--- src/rtl/nand3_chk_pkg.sv ---
// Shared types and constants for the NAND3 response checker.
// Imported by the checker top and its settle timer.
package nand3_chk_pkg;

    typedef enum logic [1:0] {
        S_IDLE   = 2'd0,
        S_RUN    = 2'd1,
        S_SETTLE = 2'd2,
        S_DONE   = 2'd3
    } state_e;

    localparam logic [7:0] NAND3_TABLE = 8'b0111_1111;
    localparam int         VEC_W       = 3;
    localparam int         SETTLE_W    = 4;

    localparam logic [7:0] FULL_COVER  = 8'hFF;

endpackage

--- src/rtl/nand3_chk_settle_timer.sv ---
// Loadable down-counter with a zero flag.
// Counts the settle delay between a vector strobe and its check.
module nand3_chk_settle_timer
    import nand3_chk_pkg::*;
(
    input  logic                clk,
    input  logic                rst_n,
    input  logic                clr,
    input  logic                load,
    input  logic [SETTLE_W-1:0] load_val,
    input  logic                dec,
    output logic                zero
);

    logic [SETTLE_W-1:0] cnt_q;
    logic [SETTLE_W-1:0] cnt_d;

    always_comb begin
        cnt_d = cnt_q;
        if (clr) begin
            cnt_d = '0;
        end else if (load) begin
            cnt_d = load_val;
        end else if (dec && (cnt_q != '0)) begin
            cnt_d = cnt_q - SETTLE_W'(1);
        end
    end

    always_ff @(posedge clk or negedge rst_n) begin
        if (!rst_n) begin
            cnt_q <= '0;
        end else begin
            cnt_q <= cnt_d;
        end
    end

    assign zero = (cnt_q == '0);

endmodule

--- config.mk ---
export PLATFORM = sky130hd
export DESIGN_NAME = nand3_chk_settle_timer
export DESIGN_NICKNAME = d
export VERILOG_FILES = /design/src/rtl/nand3_chk_pkg.sv /design/src/rtl/nand3_chk_settle_timer.sv
export SDC_FILE = /design/constraint.sdc
export NUM_CORES = 1
export LEC_CHECK = 0
export CAP_MARGIN = 20
export CORE_AREA = 2 2 39 41
export CTS_BUF_LIST = sky130_fd_sc_hd__clkbuf_8
export CTS_CLUSTER_DIAMETER = 150
export DETAILED_ROUTE_END_ITERATION = 7
export DIE_AREA = 0 0 41 43
export SLEW_MARGIN = 20
export SYNTH_ARGS = -nofsm -noshare
export SYNTH_HDL_FRONTEND = slang
export SYNTH_SLANG_ARGS = --single-unit
export TNS_END_PERCENT = 50
--- constraint.sdc ---
create_clock -name clk -period 1.62 [get_ports clk]
set_input_delay 0.324 -clock clk [delete_from_list [all_inputs] [get_ports clk]]
set_output_delay 0.324 -clock clk [all_outputs]
set_load 0.02 [all_outputs]
==> impl_metrics.yaml, run 1 <==
layout:
  largest_reg_flops: 4
  reg_top3: "cnt_q: 4 flops"
  finalNonFillerCells: 72
  regMostFlops: "cnt_q"
  diodes: 0
  area_growth_pct: 94.9
  nets: 69
  fill_cells: 142
  drive_gt1_share_pct: 46.4
die:
  die_w_um: 41
  rows: 14
  die-area_mm2: 0.00176
  core-area_mm2: 0.00138
  io_pins: 10
  start_util_pct: 21.2
  die_h_um: 43
clock_tree:
  tritoncts: "done"
  root_buffer: "clkbuf_8"
  clk_path_buf_depth: 2
  clk_latency_ns: 0.22
  cts_made_buffers: 3
  cts.reportedPaths.clkPinSlew_ns: 0.03
  h-tree-depth: 1
  clock-sinks: 4
yosys:
  avgSynthCellArea_um2: 9.44
  synth_ff_type: "dfrtp_1"
  synth_top_area_share_pct: 34.2
  netlist_area_um2: 293
  synth_warnings: 0
  netlist_instances: 31
  synth.area.top_cells: "dfrtp_1, a2111oi_4, ha_1"
  synth_seq_cells: 4
  synth_top_cell_by_area: "dfrtp_1"
  synthTopCellsByCount: "dfrtp_1, inv_1, nor2_1"
  yosysSeqAreaShare_pct: 34.2
  synth_edf_count: 0
  synth_cell_types: 19
  synthArstFlopShare_pct: 100
  syn_nets: 42
global_routing:
  grt_use_total_pct: 11.8
  antenna_found_initial: 0
  grt_pass1_vias: 318
  grt_pass1_wl_um: 1300
  grt_max_degree: 7
  overflow: 0
power_and_ir_drop:
  powerDensity_mw_per_mm2: 842
  p_leak_uw: 0.000250
  vdd_drop_max_uv: 531
setup_path:
  cp_max_fo: 2
  start_kind: "flip-flop"
  crit_buf_inv: 3
  critPathTopFamily: "simple AND/OR/NAND/NOR gates"
  cp_slowest_cell: "or3b_4"
  end_kind: "primary output"
  slowest_delay_ns: 0.39
  worstSetupPathType: "reg2out"
  crit_top_cell: "inv_2"
  crit_arrival_ns: 1.37
  crit_required_ns: 1.30
  path_cells: "inv_2, ha_4, or3b_4, inv_2, buf_6"
sta:
  fmax_mhz: 591
  worstMarginPinSlew_ns: 0.369
  setup_tns_ns: -0.0718
  finalCriticalPeriod_ns: 1.69
  timing.hold.ws_ns: 0.309
  slew_violations: 0
  setup_violations: 1
  rsz0062_at_grt: "true"
  post-route-period-util_pct: 104
  slew_headroom_pct: 75.1
  hold_viol: 0
  fin_skew_ns: 0.00254
  fin_ws_ns: -0.0718
detailed_routing:
  postRouteAntennaNets: 0
  viasPerCell: 4.60
  first_pass_iters: 4
  wl_per_cell_um: 11.1
  wirelength_um: 802
  route.detailed.drc: 0
  num_vias: 331
  drtIter0Drc: 11
placement:
  dp_worst_setup_slack_ns: -0.312
  hpwl_um: 528
  portBuffers: 9
  place_inst: 64
  routabilityCongestion: 0.718
run:
  cap_violations: 0
outcome:
  status: "finished, violations left"
  violations: "setup timing"
min_path:
  hp-class: "in2async"
layout make-up:
cell class                      count  area (um^2)  area share [%]
Inverter                            4         15.0            2.63
Clock buffer                        3         41.3            7.24
Sequential cell                     4          100            17.5
Multi-Input combinational cell     22          194            34.0
Timing Repair Buffer               23          200            35.1
Tap cell                           16         20.0            3.51
metal layers:
| layer | share of wire (%) | wire length (um) | GRT usage [%] |
|---|---|---|---|
| met4 | 1.0 | 8 | 6.00 |
| met1 | 42 | 334 | 13.6 |
| met3 | 6.1 | 49 | 6.28 |
| met2 | 51 | 409 | 16.9 |
| met5 | 0 | 0 | 0 |
cells by family (layout without fill, tap and decap cells):
| family | after synthesis | after routing | synth area share [%] |
|---|---|---|---|
| multiplexers | 1 | 1 | 3.42 |
| flip-flops | 4 | 4 | 34.2 |
| AO/OA/AOI/OAI | 6 | 6 | 23.5 |
| buffers and inverters | 5 | 30 | 6.83 |
| adder cells (fa/ha/maj) | 2 | 2 | 8.55 |
| AND/OR/NAND/NOR | 13 | 13 | 23.5 |
final timing paths:
check / from / slack [ns] / end / cells after the start
min: rst_n / 0.31 / cnt_q[2] / 1
max reg2reg: cnt_q[1] / 0 / cnt_q[1] / 6
max in group asynchronous: rst_n / 1.15 / cnt_q[0] / 1
min reg2reg: cnt_q[2] / 0.70 / cnt_q[2] / 4
min in group clk: load_val[2] / 0.69 / cnt_q[2] / 3
max: cnt_q[1] / -0.07 / zero / 5
placed cells by master (no fill, tap or decap), types with 2 or more instances in the layout:
cell type,count
buf_4,13
clkbuf_8,3
nand2_1,2
buf_6,2
nor2_1,4
dfrtp_1,4
clkdlybuf4s50_1,8
nand3_1,2
inv_2,3
stage by stage:
step	util (%)	power, uW	instance area, um^2
after floorplan	-	172	293
after global placement	33.6	238	465
after detailed placement	33.6	239	465
after CTS	39.2	467	543
after global routing	41.2	514	571
final	41.2	480	571
power breakdown:
| group | switching [uW] | internal, uW |
|---|---|---|
| registers | 5.30 | 109 |
| clock network | 48.0 | 158 |
| logic | 67.3 | 92.7 |
repair_timing:
| item | in CTS | in global routing |
|---|---|---|
| setup buffers | 3 | 2 |
| pin swaps | 1 | 2 |
| gates resized for setup | 9 | 4 |
| hold buffers | 0 | 0 |
| endpoints found under the setup margin | 3 | 3 |
(Power assumes the default switching activity.)
==> run 2: changes to the inputs <==
- CELL_PAD_IN_SITES_DETAIL_PLACEMENT: unset -> 0
- CELL_PAD_IN_SITES_GLOBAL_PLACEMENT: unset -> 1
- PLACE_DENSITY_LB_ADDON: unset -> 0.1
- clock period: 1.62 -> 2 ns (I/O delays scaled with it)
==> impl_metrics.yaml, run 2 (same netlist as run 1, synthesis figures left out) <==
run:
  cap_violations: 0
sta:
  rsz0062_at_grt: "false"
  setup_tns_ns: 0
  worstMarginPinSlew_ns: 0.341
  slew_headroom_pct: 76.9
  fin_skew_ns: 0.000879
  post-route-period-util_pct: 90.8
  finalCriticalPeriod_ns: 1.82
  hold_viol: 0
  fin_ws_ns: 0.184
  setup_violations: 0
  slew_violations: 0
  fmax_mhz: 551
power_and_ir_drop:
  powerDensity_mw_per_mm2: 745
  p_leak_uw: 0.000203
  vdd_drop_max_uv: 273
clock_tree:
  cts.reportedPaths.clkPinSlew_ns: 0.03
  clk_path_buf_depth: 2
  h-tree-depth: 1
  tritoncts: "done"
  cts_made_buffers: 3
  root_buffer: "clkbuf_8"
  cts_hold_buf: 0
  clk_latency_ns: 0.21
  clock-sinks: 4
die:
  die_h_um: 43
  start_util_pct: 21.2
  io_pins: 10
  die_w_um: 41
  core-area_mm2: 0.00138
  rows: 14
  die-area_mm2: 0.00176
detailed_routing:
  first_pass_iters: 4
  postRouteAntennaNets: 0
  viasPerCell: 4.59
  drtIter0Drc: 3
  num_vias: 289
  wl_per_cell_um: 11.8
  wirelength_um: 744
  route.detailed.drc: 0
layout:
  fill_cells: 147
  regMostFlops: "cnt_q"
  final_cell_mix: "clkdlybuf4s50_1, buf_4, inv_1, nor2_1, dfrtp_1"
  diodes: 0
  reg_top3: "cnt_q: 4 flops"
  drive_gt1_share_pct: 23.4
  nets: 60
  area_growth_pct: 61.1
  largest_reg_flops: 4
  layout_commonest_cell: "clkdlybuf4s50_1"
setup_path:
  cp_max_fo: 2
  crit_required_ns: 1.60
  worstSetupPathType: "reg2out"
  start_kind: "flip-flop"
  crit_arrival_ns: 1.42
  end_kind: "primary output"
placement:
  portBuffers: 9
  routabilityCongestion: 0.701
  hpwl_um: 636
  dp_worst_setup_slack_ns: -0.0233
global_routing:
  grt_use_total_pct: 11.1
  grt_pass1_vias: 339
  overflow: 0
  grt_pass1_wl_um: 1310
  antenna_found_initial: 0
  grt_max_degree: 7
outcome:
  status: "complete, no violations"
min_path:
  hp-class: "in2async"
## run 2: cell count changes in the layout (fill, tap and decap cells not counted), sizes merged
cell / previous run / this run
buf: 15 / 5
clkbuf: 3 / 4
## run 2: repair_timing
item | 4_1_cts | 5_1_grt
setup buffers | 0 | 0
resized for setup | 1 | 2
setup endpoints to repair | 1 | 1
## run 2: area by class of cell
type	count	area [um^2]	share of cell area [%]
tap	16	20.0	4.24
multi-input combinational	22	173	36.6
timing repair buffer	14	123	26.0
clock buffer	3	41.3	8.75
inverter	4	15.0	3.18
sequential	4	100	21.2
## run 2: worst max-delay path, stage by stage (launching register included)
cell	delay [ns]
dfrtp_1	0.37
inv_1	0.09
ha_1	0.16
or3b_1	0.37
inv_1	0.06
clkbuf_2	0.16
## run 2: path summary, 6_finish.rpt
check                              start        to  slack (ns)  cells past startpoint
worst max register to register  cnt_q[0]  cnt_q[1]        0.29                      6
min in group clk                cnt_q[2]  cnt_q[2]        0.65                      2
worst min register to register  cnt_q[2]  cnt_q[2]        0.65                      2
worst min-delay path               rst_n  cnt_q[1]        0.39                      1
max in group asynchronous          rst_n  cnt_q[2]        1.45                      1
worst max-delay path            cnt_q[0]      zero        0.18                      5
## run 2: metal layers
metal,track usage (%),vias up,routed length [um]
met1,10.4,134,300
met2,18.8,9,410
met5,0,-,0
met3,4.19,0,33
li1,-,146,-
met4,6.67,0,0
## run 2: metrics by stage
stage	instances	instance area [um^2]	power [uW]	hold slack (ns)	util (%)
after floorplan	31	293	139	0.104	-
after global placement	60	435	189	0.612	31.5
after detailed placement	60	435	190	0.616	31.5
after CTS	63	475	354	0.395	34.4
after global routing	63	472	372	0.402	34.1
final	63	472	352	0.390	34.1
## run 2: power breakdown
| part | switching [uW] | total [uW] | leakage, uW | internal (uW) |
|---|---|---|---|---|
| sequential | 5.22 | 93.5 | 0.0000522 | 88.3 |
| combinational | 43.8 | 92.3 | 0.000129 | 48.5 |
| clock | 37.7 | 166 | 0.0000216 | 128 |
| total | 86.7 | 352 | 0.000203 | 265 |
